### src/rtl/vco_pkg.sv
// Shared constants for the VCO bank: waveform mode encoding
// and default parameter values.
package vco_pkg;

  localparam logic [1:0] MODE_SAW    = 2'd0;
  localparam logic [1:0] MODE_SQUARE = 2'd1;
  localparam logic [1:0] MODE_TRI    = 2'd2;

  localparam int DEF_N_CH    = 4;
  localparam int DEF_V_W     = 8;
  localparam int DEF_PHASE_W = 16;
  localparam int DEF_OUT_W   = 8;
  localparam int DEF_F0      = 16;
  localparam int DEF_K_SHIFT = 2;
  localparam int CNT_W       = 16;

endpackage

### src/rtl/vco_channel.sv
// One oscillator: phase accumulator, wrap flag, waveform mapper.
// Optional wrap counter under VCO_BANK_WRAP_CNT_EN.
module vco_channel
  import vco_pkg::*;
#(
  parameter int V_W     = DEF_V_W,
  parameter int PHASE_W = DEF_PHASE_W,
  parameter int OUT_W   = DEF_OUT_W,
  parameter int F0      = DEF_F0,
  parameter int K_SHIFT = DEF_K_SHIFT
) (
  input  logic               clk,
  input  logic               i_rst,
  input  logic               i_en,
  input  logic               i_sync,
  input  logic [V_W-1:0]     i_v,
  input  logic [1:0]         i_mode,
`ifdef VCO_BANK_WRAP_CNT_EN
  output logic [CNT_W-1:0]   o_wrap_cnt,
`endif
  output logic [OUT_W-1:0]   o_v,
  output logic               o_wrap
);

  localparam logic [PHASE_W-1:0] L_F0 = PHASE_W'(F0);

  logic [PHASE_W-1:0] r_phase;
  logic               r_wrap;
  logic [PHASE_W-1:0] w_vext;
  logic [PHASE_W-1:0] w_inc;
  logic [PHASE_W:0]   w_sum;
  logic               w_msb;
  logic [OUT_W-1:0]   w_saw;
  logic [OUT_W-1:0]   w_tri;

  assign w_vext = PHASE_W'(i_v);
  assign w_inc  = L_F0 + (w_vext << K_SHIFT);
  assign w_sum  = {1'b0, r_phase} + {1'b0, w_inc};

  always_ff @(posedge clk) begin
    if (i_rst) begin
      r_phase <= '0;
      r_wrap  <= 1'b0;
    end else if (i_sync) begin
      r_phase <= '0;
      r_wrap  <= 1'b0;
    end else if (i_en) begin
      r_phase <= w_sum[PHASE_W-1:0];
      r_wrap  <= w_sum[PHASE_W];
    end else begin
      r_wrap  <= 1'b0;
    end
  end

  assign w_msb = r_phase[PHASE_W-1];
  assign w_saw = r_phase[PHASE_W-1 -: OUT_W];
  assign w_tri = r_phase[PHASE_W-2 -: OUT_W];

  // Mode 3 is reserved and falls back to saw.
  always_comb begin
    o_v = w_saw;
    case (i_mode)
      MODE_SQUARE: o_v = {OUT_W{w_msb}};
      MODE_TRI:    o_v = w_msb ? ~w_tri : w_tri;
      default:     o_v = w_saw;
    endcase
  end

  assign o_wrap = r_wrap;

`ifdef VCO_BANK_WRAP_CNT_EN
  logic [CNT_W-1:0] r_cnt;

  always_ff @(posedge clk) begin
    if (i_rst || i_sync) begin
      r_cnt <= '0;
    end else if (r_wrap && (r_cnt != {CNT_W{1'b1}})) begin
      r_cnt <= r_cnt + 1'b1;
    end
  end

  assign o_wrap_cnt = r_cnt;
`endif

endmodule

### config.mk
export PLATFORM = sky130hd
export DESIGN_NAME = vco_channel
export DESIGN_NICKNAME = d
export VERILOG_FILES = /design/src/rtl/vco_pkg.sv /design/src/rtl/vco_channel.sv
export SDC_FILE = /design/constraint.sdc
export NUM_CORES = 1
export LEC_CHECK = 0
export CAP_MARGIN = 20
export CORE_ASPECT_RATIO = 0.9
export CORE_UTILIZATION = 30
export CTS_BUF_LIST = sky130_fd_sc_hd__clkbuf_16
export CTS_CLUSTER_DIAMETER = 100
export CTS_CLUSTER_SIZE = 16
export DETAILED_ROUTE_END_ITERATION = 7
export GPL_ROUTABILITY_DRIVEN = 0
export PLACE_DENSITY = 0.6
export SYNTH_ARGS = -nofsm -noshare
export SYNTH_HDL_FRONTEND = slang
export SYNTH_SLANG_ARGS = --single-unit
### constraint.sdc
create_clock -name clk -period 3.2 [get_ports clk]
set_input_delay 0.64 -clock clk [delete_from_list [all_inputs] [get_ports clk]]
set_output_delay 0.64 -clock clk [all_outputs]
set_load 0.01 [all_outputs]
**Word-level counts from Yosys, hierarchy flattened**

Cells that the tools add are included.

- Add/subtract/negate cells: 2
- Multiply operators: 0
- Divide/modulo/power cells: 0
- $lt $le $gt $ge: 0
- Equality and inequality tests: 2
- Shift operators: 0
- Muxes and demuxes: 2
- Bitwise operators: 2
- Reductions and logical operators: 2

Operators with widths:

| cell | number |
|---|---|
| 16-bit by 11-bit adder with 17-bit output | 1 |
| 8-bit one-hot mux with 2 select lines | 1 |
| 5-bit by 10-bit adder with 11-bit output, first input constant | 1 |
| 8-bit two-way mux | 1 |
| 8-bit NOT | 1 |
| 3-bit OR reduction | 1 |
| 2-bit by 1-bit equality test with 1-bit output, second input constant | 1 |
| 2-bit equality test, second input constant | 1 |
| 2-bit OR reduction | 1 |
| 1-bit NOT | 1 |

- Flip-flop bits (word level): 17
- Bits in latches: 0
- Memory bits (writable): 0
- Memory bits (read-only): 0
- Input bits: 14
- Word-level logic and storage cells: 12
- Memories: 0

**Depth between registers and ports, before layout**

Gate-level depths: netlist of run 1.

- Depth after elaboration: 3
- Gate-level depth with buffers: 9
- Depth with buffers taken out: 9

**Least setup slack after synthesis of run 1**

OpenSTA, ideal clock, no wires.

- Kind: in2reg
- Start point: input port i_v[1]
- End point: register r_phase[15]
- Library setup time: 126 ps
- Arrival time: 2364 ps
- Data required time: 3074 ps
- Slack: 710 ps
- Stages on the path: 8
- Path buffers: 0
- Path through: ha_1 > ha_1 > fa_1 > a21o_1 > a221oi_2 > o21a_1 > or3_1 > a21oi_1

- Longest elaborated chain between the ends: 2

Ends and longest elaborated chain:

| item | line | text |
|---|---|---|
| from (decl) | vco_channel.sv:16 | `input logic [V_W-1:0] i_v,` |
| 5-bit by 10-bit adder with 11-bit output | vco_channel.sv:37 | `assign w_inc = L_F0 + (w_vext << K_SHIFT);` |
| 16-bit by 11-bit adder with 17-bit output | vco_channel.sv:38 | `assign w_sum = {1'b0, r_phase} + {1'b0, w_inc};` |
| to (signal assigned) | vco_channel.sv:48 | `r_phase <= w_sum[PHASE_W-1:0];` |
| to (decl) | vco_channel.sv:27 | `logic [PHASE_W-1:0] r_phase;` |

No other way between the ends.
A chain may end at the register's enable or synchronous reset.

**Final worst setup path of run 1**

- Start point: input port i_mode[1]
- End point: output port o_v[6]

- Longest elaborated chain between the ends: 2
- Elaborated cells on any way between the ends: 3
- Those cells by class: 2 x eq/ne; 1 x mux

Ends and longest elaborated chain:

| item | line | text |
|---|---|---|
| from (decl) | vco_channel.sv:17 | `input logic [1:0] i_mode,` |
| 2-bit equality test / 2-bit by 1-bit equality test with 1-bit output (equally long branches) | vco_channel.sv:62 | `case (i_mode)` |
| 8-bit one-hot mux with 2 select lines * | vco_channel.sv:62 |  |
| to (decl) | vco_channel.sv:21 | `output logic [OUT_W-1:0] o_v,` |

Mark *: on every way between the ends. The rest lies on a longest branch, timed or not.

==> run_results.csv, run 1 <==
group,metric,value,unit
job,max_cap_viol_count,0,
final_layout,nFillCells,439,
sta,max_freq,0.329,GHz
setup_path,crit_path_end_kind,"primary output",
setup_path,start_kind,"input pin",
floorplan,initial_core_util,31.8,%
detailed_routing,antenna_left,0,
synthesis,ys_warn_count,0,
synthesis,ys_seq_elements,15,
global_route,grt_pass1_wl,4790,µm
sta,finalHoldViolCount,0,
clock_network,insertion_delay,0.25,ns
synthesis,synth_area_leader_cell,"dfxtp_1",
final_layout,syn_to_final_growth,30.5,%
final_layout,antenna_cells,0,
sta,worst_slack,0.157,ns
final_layout,layout.nets,218,
detailed_routing,drc,0,
synthesis,syn_inst,159,
clock_network,clockBufferDepth,2,
sta,setup_viol,0,
clock_network,clk_pin_slew_worst_paths,0.05,ns
placed_design,io_buffers,22,
worst_hold_path,worstHoldStart,"r_phase[5]",
synthesis,yosysSeqAreaShare,22.9,%
worst_hold_path,hold-path-cell-count,2,
synthesis,syn_area_per_cell,8.25,µm²
synthesis,synth_edf_count,0,
floorplan,coreArea,4130,µm²
clock_network,h-tree-depth,1,
detailed_routing,first_pass_iters,6,
sta,post-route-min-period,3.04,ns
synthesis,synth_mux_area_share,10.5,%
sta,period_share,95.1,%
setup_path,timing.reg2reg.setup_slack,0.84,ns
setup_path,arrival,2.40,ns
final_layout,final_area,1710,µm²
synthesis,synth.area.top_cells,"dfxtp_1 (23%), ha_1 (18%), o21ai_0 (8.0%)",
global_route,grt_usage,13.0,%
synthesis,synth.distinct_cells,34,
floorplan,io_pins,23,
detailed_routing,wl_per_cell,11.9,µm
final_layout,drive_above_1_share,12.0,%
clock_network,cts_root_buf,"clkbuf_16",
synthesis,synth_top_family_by_area,"adder cells",
pwr,max-vdd-ir-drop,0.215,mV
pwr,p_leak,0.000853,µW
final_layout,ff_latch_area,300,µm²
setup_path,r2r_start,"r_phase[3]",
detailed_routing,num_vias,1147,
synthesis,synthSimpleGateAreaFrac,19.4,%
detailed_routing,routed_wl,2740,µm
clock_network,cts_buffers,3,
floorplan,die_width,71.7,µm
sta,grt_setup_unrepaired,"false",
clock_network,hold_buffers,0,
clock_network,cts_tree,"yes",
global_route,grt_max_degree,18,
placed_design,hpwl,2090,µm
detailed_routing,routed_via_density,4.97,
sta,relSlewSlack,68.6,%
setup_path,r2r-end,"r_phase[15]",
clock_network,clkSinkCount,15,
final_layout,multi_input_area,973,µm²
floorplan,rows,22,
global_route,grt_pass1_vias,1099,
global_route,antenna_found_initial,0,
placed_design,placed_cell_area,1600,µm²
synthesis,synthesis.area,1310,µm²
clock_network,cts_setup_buffers,0,
worst_hold_path,hold_class,"flip-flop to flip-flop",
final_layout,mostFrequentLayoutCells,"o21ai_0 (20), ha_1 (17), clkdlybuf4s50_1 (16)",
synthesis,synth_fp_nets,193,
outcome,status,"completed",
final_layout,layout_commonest_cell,"o21ai_0",
floorplan,die_area,4640,µm²
placed_design,dpl.cell_count,227,
setup_path,required,2.56,ns
global_route,grt_overflow,0,
setup_path,worst_r2r_path_depth,8,
final_layout,final_core_util,41.5,%
worst_hold_path,worst_hold_path.endpoint,"r_phase[5]",
pwr,p_total,580,µW
detailed_routing,drtIter0Drc,67,
synthesis,synthArstFlopShare,0,%
synthesis,synth_flop_cell,"dfxtp_1",
setup_path,cp_max_fo,8,
placed_design,place_worst_setup_slack,-0.0662,ns
setup_path,worstSetupPathType,"input pin to primary output",
synthesis,synth-xor-area-share,4.00,%
clock_network,cts_resized,1,
synthesis,synth.top_cell.area_share,22.9,%
sta,slew_viol_final,0,
synthesis,synth_compound_area_share,19.5,%
final_layout,final_cells,231,
pwr,p_per_area,339,nW/µm²
synthesis,synthAdderAreaFrac,19.6,%
floorplan,die_y,64.8,µm
sta,worstMarginPinSlew,0.471,ns
sta,skew,0.00276,ns
-- power breakdown --
group	switching [µW]	internal, µW	leakage [µW]
Clock	82.0	167	0.0000409
Combinational	61.8	70.5	0.000690
Sequential	5.76	193	0.000122
-- worst max-delay path by stage --
stage          slack, ns       from  cells past startpoint           to
3_3_place_gp       -0.04  i_mode[0]                      8       o_v[1]
6_report            0.16  i_mode[1]                      7       o_v[6]
2_1_floorplan       0.71     i_v[1]                      8  r_phase[15]
3_5_place_dp       -0.07  i_mode[0]                      8       o_v[2]
4_1_cts             0.02  i_mode[0]                      8       o_v[2]
5_1_grt              0.1  i_mode[1]                      7       o_v[6]
-- metrics by stage --
step / setup TNS (ns) / hold slack (ns)
global route: 0 / 0.513
finish: 0 / 0.489
floorplan: 0 / 0.457
global placement: -0.183 / 0.480
CTS: 0 / 0.498
detailed placement: -0.302 / 0.491
-- synthesized netlist by cell type, types with 2 or more instances --
library cell  number
a21o_1             5
a21oi_1            8
and3_1             2
clkbuf_1           6
dfxtp_1           15
ha_1              19
inv_1              7
mux2_2             6
mux2i_1            7
nand2_1           14
nand3b_1           5
nor2_1             9
nor2b_1            6
o21a_1             2
o21ai_0           21
or2_2              2
or3_1              4
xnor2_1            3
xor2_1             3
-- registers in the layout (all words and copies together) (netlist names) --
register	count
r_phase	14
o_wrap	1
-- worst max-delay path: stages --
cell and delay, ns:
clkdlybuf4s50_1 0.52, inv_1 0.06, ha_2 0.22, a21oi_1 0.14, mux2i_1 0.09, mux2_2 0.27
clkdlybuf4s50_1 0.47
-- kinds of logic (layout without fill, tap and decap cells) --
| group | Yosys count | count (layout) |
|---|---|---|
| buffers and inverters | 14 | 38 |
| and+or+nand+nor | 48 | 48 |
| xor gates and xnor gates | 6 | 6 |
| DFF | 15 | 15 |
| muxes | 13 | 13 |
| AOI/OAI and AO/OA | 43 | 43 |
| adders and majority gates | 20 | 20 |
-- metal layers --
metal  global-route usage (%)  vias to the layer above  wire, µm
met5                        0                        -         0
met4                     2.21                        0         8
met3                     3.89                        2       103
met2                     20.3                       18      1120
met1                     17.9                      513      1510
li1                         -                      614         -
-- final cells by class --
class | count | area share, %
sequential | 15 | 17.5
tap | 48 | 3.51
clock buffer | 3 | 4.38
clock inverter | 1 | 0.292
inverter | 7 | 1.53
multi-input combinational | 130 | 56.8
timing repair buffer | 27 | 15.9
Power figures use the tool's default switching activity.
==> run 2, diff against run 1 <==
- SLEW_MARGIN: unset -> 20
==> results of run 2 <==
The final DEF is identical to that of run 1; final timing and power are the same.
